File: src/rtl/fetch_pkg.sv
// Shared types for the fetch sequencer: FSM states, instruction class codes, IR field positions.
package fetch_pkg;

  localparam int PC_W = 8;
  localparam int IR_W = 16;
  localparam int RES_W = 16;

  typedef enum logic [2:0] {
    IDLE    = 3'd0,
    FETCH   = 3'd1,
    MEMWAIT = 3'd2,
    DECODE  = 3'd3,
    EXEC    = 3'd4,
    HALT    = 3'd5,
    ERROR   = 3'd6
  } state_e;

  localparam logic [1:0] CLS_ALU0   = 2'b00;
  localparam logic [1:0] CLS_BRANCH = 2'b01;
  localparam logic [1:0] CLS_ALU1   = 2'b10;
  localparam logic [1:0] CLS_HALT   = 2'b11;

  localparam int IR_CLS_LSB  = 0;
  localparam int IR_CLS_MSB  = 1;
  localparam int IR_COND_LSB = 2;
  localparam int IR_COND_MSB = 3;
  localparam int IR_IMM_LSB  = 4;
  localparam int IR_IMM_MSB  = 11;

  function automatic logic is_alu_cls(input logic [1:0] cls);
    return (cls == CLS_ALU0) || (cls == CLS_ALU1);
  endfunction

endpackage

File: src/rtl/fetch_sequencer_if.sv
// Bundle between the fetch sequencer and its neighbours (imem, branch logic, ALU, host start).
interface fetch_sequencer_if;
  import fetch_pkg::*;

  logic             start;
  logic [PC_W-1:0]  imem_addr;
  logic [IR_W-1:0]  imem_data;
  logic [IR_W-1:0]  ir;
  logic [PC_W-1:0]  branch_pc;
  logic             alu_start;
  logic             alu_done;
  logic [RES_W-1:0] alu_result;
  logic [RES_W-1:0] last_result;
  logic             busy;
  logic             halted;
  logic             error;

  modport master (
    input  start, imem_data, branch_pc, alu_done, alu_result,
    output imem_addr, ir, alu_start, last_result, busy, halted, error
  );

  modport slave (
    output start, imem_data, branch_pc, alu_done, alu_result,
    input  imem_addr, ir, alu_start, last_result, busy, halted, error
  );
endinterface

File: src/rtl/fetch_wdog_ctr.sv
// EXEC watchdog: counts EXEC cycles spent waiting on the ALU and flags the cycle that reaches TIMEOUT.
module fetch_wdog_ctr #(
  parameter int TIMEOUT = 16
) (
  input  logic clk,
  input  logic reset,
  input  logic clr_i,
  input  logic inc_i,
  output logic timeout_o
);

  localparam int CW = $clog2(TIMEOUT + 1);

  logic [CW-1:0] cnt_q, cnt_d;

  always_comb begin
    cnt_d = cnt_q;
    if (clr_i)      cnt_d = '0;
    else if (inc_i) cnt_d = cnt_q + CW'(1);
  end

  always_ff @(posedge clk) begin
    if (reset) cnt_q <= '0;
    else       cnt_q <= cnt_d;
  end

  // Fires on the waiting cycle that would make the count equal TIMEOUT.
  assign timeout_o = inc_i && (cnt_q == CW'(TIMEOUT - 1));

endmodule

File: src/rtl/fetch_sequencer.sv
// Fetch-path control FSM: owns PC, IR and last ALU result; sequences imem, ALU and branch target.
// Optional EXEC watchdog enabled by defining FETCH_WDOG_EN.
module fetch_sequencer
  import fetch_pkg::*;
#(
  parameter int EXEC_TIMEOUT = 16
) (
  input  logic                clk,
  input  logic                reset,
  fetch_sequencer_if.master   bus
);

  if (EXEC_TIMEOUT < 1) begin : g_bad_timeout
    $error("EXEC_TIMEOUT must be at least 1");
  end

  state_e           state_q, state_d;
  logic [PC_W-1:0]  pc_q, pc_d;
  logic [IR_W-1:0]  ir_q, ir_d;
  logic [RES_W-1:0] lr_q, lr_d;
  logic             alu_start_q, alu_start_d;
  logic             wd_timeout;
  logic [1:0]       ir_class, mem_class;

  assign ir_class  = ir_q[IR_CLS_MSB:IR_CLS_LSB];
  assign mem_class = bus.imem_data[IR_CLS_MSB:IR_CLS_LSB];

  always_comb begin
    state_d     = state_q;
    pc_d        = pc_q;
    ir_d        = ir_q;
    lr_d        = lr_q;
    alu_start_d = 1'b0;
    unique case (state_q)
      IDLE: begin
        if (bus.start) begin
          pc_d    = '0;
          state_d = FETCH;
        end
      end
      FETCH:   state_d = MEMWAIT;
      MEMWAIT: state_d = DECODE;
      DECODE: begin
        // Registering the pulse here makes it coincide with the first EXEC cycle.
        ir_d        = bus.imem_data;
        alu_start_d = is_alu_cls(mem_class);
        state_d     = EXEC;
      end
      EXEC: begin
        if (ir_class == CLS_HALT) begin
          state_d = HALT;
        end else if (ir_class == CLS_BRANCH) begin
          pc_d    = bus.branch_pc;
          state_d = FETCH;
        end else if (bus.alu_done) begin
          lr_d    = bus.alu_result;
          pc_d    = pc_q + PC_W'(1);
          state_d = FETCH;
        end else if (wd_timeout) begin
          state_d = ERROR;
        end
      end
      HALT: begin
        if (bus.start) begin
          pc_d    = '0;
          state_d = FETCH;
        end
      end
      ERROR:   state_d = ERROR;
      default: state_d = IDLE;
    endcase
  end

  always_ff @(posedge clk) begin
    if (reset) begin
      state_q     <= IDLE;
      pc_q        <= '0;
      ir_q        <= '0;
      lr_q        <= '0;
      alu_start_q <= 1'b0;
    end else begin
      state_q     <= state_d;
      pc_q        <= pc_d;
      ir_q        <= ir_d;
      lr_q        <= lr_d;
      alu_start_q <= alu_start_d;
    end
  end

`ifdef FETCH_WDOG_EN
  fetch_wdog_ctr #(.TIMEOUT(EXEC_TIMEOUT)) u_wdog (
    .clk       (clk),
    .reset     (reset),
    .clr_i     (state_q == DECODE),
    .inc_i     ((state_q == EXEC) && is_alu_cls(ir_class) && !bus.alu_done),
    .timeout_o (wd_timeout)
  );
  assign bus.error = (state_q == ERROR);
`else
  assign wd_timeout = 1'b0;
  assign bus.error  = 1'b0;
`endif

  assign bus.imem_addr   = pc_q;
  assign bus.ir          = ir_q;
  assign bus.last_result = lr_q;
  assign bus.alu_start   = alu_start_q;
  assign bus.busy        = (state_q == FETCH) || (state_q == MEMWAIT) ||
                           (state_q == DECODE) || (state_q == EXEC);
  assign bus.halted      = (state_q == HALT);

endmodule

File: src/flat_wrapper.sv
// flat-port wrapper written by rule: the top's interface ports become plain ports
module fetch_sequencer_flat import fetch_pkg::*;
#(
  parameter int EXEC_TIMEOUT = 16
)
  (clk, reset, bus_start, bus_imem_data, bus_branch_pc, bus_alu_done, bus_alu_result, bus_imem_addr, bus_ir, bus_alu_start, bus_last_result, bus_busy, bus_halted, bus_error);
  fetch_sequencer_if bus_i ();
  input  logic clk;
  input  logic reset;
  input wire logic [$bits(bus_i.start)-1:0] bus_start;
  input wire logic [$bits(bus_i.imem_data)-1:0] bus_imem_data;
  input wire logic [$bits(bus_i.branch_pc)-1:0] bus_branch_pc;
  input wire logic [$bits(bus_i.alu_done)-1:0] bus_alu_done;
  input wire logic [$bits(bus_i.alu_result)-1:0] bus_alu_result;
  output wire logic [$bits(bus_i.imem_addr)-1:0] bus_imem_addr;
  output wire logic [$bits(bus_i.ir)-1:0] bus_ir;
  output wire logic [$bits(bus_i.alu_start)-1:0] bus_alu_start;
  output wire logic [$bits(bus_i.last_result)-1:0] bus_last_result;
  output wire logic [$bits(bus_i.busy)-1:0] bus_busy;
  output wire logic [$bits(bus_i.halted)-1:0] bus_halted;
  output wire logic [$bits(bus_i.error)-1:0] bus_error;
  assign bus_i.start = bus_start;
  assign bus_i.imem_data = bus_imem_data;
  assign bus_i.branch_pc = bus_branch_pc;
  assign bus_i.alu_done = bus_alu_done;
  assign bus_i.alu_result = bus_alu_result;
  assign bus_imem_addr = bus_i.imem_addr;
  assign bus_ir = bus_i.ir;
  assign bus_alu_start = bus_i.alu_start;
  assign bus_last_result = bus_i.last_result;
  assign bus_busy = bus_i.busy;
  assign bus_halted = bus_i.halted;
  assign bus_error = bus_i.error;
  fetch_sequencer #(.EXEC_TIMEOUT(EXEC_TIMEOUT)) u_core (.clk(clk), .reset(reset), .bus(bus_i));
endmodule
File: config.mk
export PLATFORM = sky130hd
export DESIGN_NAME = fetch_sequencer_flat
export DESIGN_NICKNAME = d
export VERILOG_FILES = /design/src/rtl/fetch_pkg.sv /design/src/rtl/fetch_sequencer_if.sv /design/src/rtl/fetch_wdog_ctr.sv /design/src/rtl/fetch_sequencer.sv /design/src/flat_wrapper.sv
export SDC_FILE = /design/constraint.sdc
export NUM_CORES = 1
export LEC_CHECK = 0
export CORE_ASPECT_RATIO = 0.8
export CORE_MARGIN = 8
export CORE_UTILIZATION = 53
export DETAILED_ROUTE_END_ITERATION = 8
export DONT_BUFFER_PORTS = 1
export HOLD_SLACK_MARGIN = 0.02
export PLACE_DENSITY = 0.68
export SYNTH_ARGS = -nofsm -noshare
export SYNTH_HDL_FRONTEND = slang
export SYNTH_SLANG_ARGS = --single-unit
File: constraint.sdc
create_clock -name clk -period 3.9 [get_ports clk]
set_input_delay 0.585 -clock clk [delete_from_list [all_inputs] [get_ports clk]]
set_output_delay 0.585 -clock clk [all_outputs]
set_load 0.01 [all_outputs]
==> impl_metrics.yaml <==
synth:
  syn-num-nets: 284
  syn_area_per_cell_um2: 7.863
  ys_ff_latch: 44
  synthDistinctLibCells: 38
  syn_inst: 239
  yosysWarnings: 0
  yosysSeqAreaShare_pct: 46.87
  synth_area_mm2: 0.001879
job:
  max-cap-violations: 0
clock_network:
  worstSkewPairLatency_ps: 290
  hold_buffers: 0
  clock_sinks: 44
  post-cts-setup-buffers: 0
  tritoncts: "yes"
  post_cts_resized: 0
  clk_path_buf_depth: 2
  clkTransAtPathRegs_ps: 80
  htree_levels: 2
  clock-root-buffer: "clkbuf_8"
  cts_buffers: 5
die:
  rows: 19
  start_util_pct: 54.90
  ios: 88
  core_mm2: 0.003423
  die_w_um: 82.58
  dieArea_mm2: 0.005719
  die_y_um: 69.26
setup_path:
  cp-end-kind: "register"
  worstPathRequired_ps: 4100
  critPathLaunch: "u_core.state_q[2]$_SDFFE_PP0P_"
  critical_path_class: "reg2reg"
  r2r_cells: 4
  rrSetupSlack_ps: 1950
  r2r_start: "u_core.state_q[2]$_SDFFE_PP0P_"
  crit_fanout: 17
  cp_slowest_cell: "dfxtp_1"
  critPathArrivalTime_ps: 2150
  slowest_delay_ps: 500
  reg2reg_to: "u_core.bus.imem_addr[6]$_SDFFE_PP0P_"
  crit_path_cell_trace: "or3b_1 > or2_1 > a2bb2oi_1 > o32ai_2"
  crit_path_start_kind: "register"
place:
  io_buffers: 0
  dpl.hpwl_um: 3460
  dpl_cell_area_mm2: 0.001843
  place_ws_ps: 1954
  routabilityCongestion: 0.7572
global_route:
  grt_util_all_layers_pct: 16.51
  gr-total-overflow: 0
  antenna_found_initial: 0
  grt_start_max_net_pins: 46
  grt_pass1_wl_um: 7527
  grt_pass1_vias: 1608
timing:
  period_share_pct: 49.89
  maxSlewViolCount: 0
  worstMarginPinSlew_ps: 769.2
  hold_viol: 0
  min_period_ps: 1946
  final.setup.tns_ps: 0
  setup-violations-final: 0
  max_freq_mhz: 513.9
  setup_ws_ps: 1954
  clock_skew_ps: 3.803
  grt_setup_unrepaired: "false"
  relSlewSlack_pct: 48.61
route:
  postRouteAntennaNets: 0
  drc_errors: 0
  drt_iter0_markers: 118
  drt-wirelength-per-cell_um: 17.31
  drt_first_pass_iters: 4
  drt_wl_total_um: 4691
  via_per_inst: 5.786
  vias: 1568
min_path:
  worstHoldEndpoint: "u_core.bus.ir[4]$_SDFFE_PP0N_"
  whs_path_depth: 1
  min_from: "reset"
  hp-class: "in2reg"
power:
  cellPowerDensity_mw_per_mm2: 470.8
  power_leakage_uw: 0.0006282
  peakVddDrop_v: 0.0003172
layout:
  layout-drive-gt1-share_pct: 4.367
  final_area_mm2: 0.001972
  nets: 274
  antenna_cells: 0
  syn2layout_area_growth_pct: 4.927
outcome:
  outcome: "complete, no violations"
-- how the worst max path moves through the flow --
stage / end / depth (start not counted)
after floorplan: u_core.bus.imem_addr[6]$_SDFFE_PP0P_ / 6
after global placement: u_core.bus.imem_addr[6]$_SDFFE_PP0P_ / 4
after detailed placement: u_core.bus.imem_addr[6]$_SDFFE_PP0P_ / 4
after CTS: u_core.bus.imem_addr[6]$_SDFFE_PP0P_ / 4
after global routing: u_core.bus.imem_addr[6]$_SDFFE_PP0P_ / 4
final: u_core.bus.imem_addr[6]$_SDFFE_PP0P_ / 4
-- power breakdown --
part	internal [uW]	switching (uW)	leakage, uW	total [uW]
Sequential	460	17.2	0.000355	477
Clock	252	143	0.0000642	395
Combinational	22.2	34.3	0.000209	56.5
-- placed cells by master (no fill, tap or decap), drive strengths merged --
cell     instances
nor4             2
a31oi            1
mux2i            1
or2              2
o32ai            5
nor2             8
and4             1
o32a             1
or3              1
a211o            1
inv              6
a2111oi          1
a21o             3
xnor2            1
nand2b           2
dfxtp           44
a21oi           39
a2bb2oi          1
a22oi            4
nand4            1
and2             2
o21ai            1
nor3             4
clkbuf           5
ha               1
buf              1
nand3            5
nand2           72
conb             1
bufinv           2
o31a             2
nor3b            1
nand3b           2
nor2b            3
o211a            1
or3b             1
-- worst max-delay path, delay by kind of cell (launching register included) --
kind / cells / cell delay, ps
compound gates: 2 / 460
simple gates: 2 / 890
flops: 1 / 500
-- synthesized netlist by cell type --
cell type,number,share of area (%)
a21oi_1,39,10
o211a_1,1,0.53
nor3_1,4,1.1
o32a_1,1,0.53
and2_1,2,0.67
ha_1,1,0.67
nand2_1,72,14
buf_4,2,0.80
and4_1,1,0.47
a22oi_1,4,1.6
dfxtp_1,44,47
a31oi_1,1,0.33
nor2_1,8,1.6
or2_1,2,0.67
a2bb2oi_1,1,0.47
a2111oi_0,1,0.47
o21ai_2,1,0.47
clkbuf_1,9,1.8
or3_1,1,0.33
nand3b_1,2,0.80
xnor2_1,1,0.47
nand4_1,1,0.33
a211o_1,1,0.47
nor3b_1,1,0.40
nand3_1,5,1.3
nor4_1,2,0.67
mux2i_1,1,0.53
o32ai_1,4,1.9
inv_1,6,1.2
nor2b_1,3,1.0
o31a_1,2,0.93
or3b_1,1,0.47
a21o_1,3,1.2
buf_6,2,1.2
o32ai_2,1,0.87
nand2b_1,2,0.67
conb_1,1,0.20
buf_2,5,1.3
-- logic make-up after synthesis --
kind of cell / after synthesis / synth area share [%]
compound gates: 60 / 20.11
xor+xnor: 1 / 0.4661
fa+ha+maj: 1 / 0.6657
buf+inv: 24 / 6.324
flops: 44 / 46.87
mux: 1 / 0.5326
other cells: 1 / 0.1995
simple gates: 107 / 24.83
-- flip-flops by register name (all words and copies together) (netlist names) --
signal	cells
u_core.bus.ir	16
u_core.bus.last_result	16
u_core.bus.imem_addr	8
u_core.state_q	3
u_core.bus.alu_start	1
-- through the flow --
step,util [%],hold slack [ps],instances,total power [uW]
global placement,53.84,489.2,264,539.4
detailed placement,53.84,495.6,264,544.1
floorplan,-,480.5,239,542.3
CTS,57.60,344.5,271,938.4
finish,57.60,351.9,271,928.3
global route,57.60,340.9,271,965.9
-- cell type report --
class | instances | area (um2)
fillers | 331 | 1451
flip-flops and latches | 44 | 880.8
multi-input cells | 171 | 879.6
clock buffers | 5 | 68.82
clock inverters | 2 | 60.06
well taps | 42 | 52.55
inverters | 6 | 22.52
repair buffers | 1 | 7.507
-- metal layers --
metal	global-route usage (%)	routed length (um)
met5	0	0
met4	6.119	68
met3	7.383	602
met1	18.14	1699
met2	26.93	2321
No activity file was read; power rests on OpenSTA's default activity.
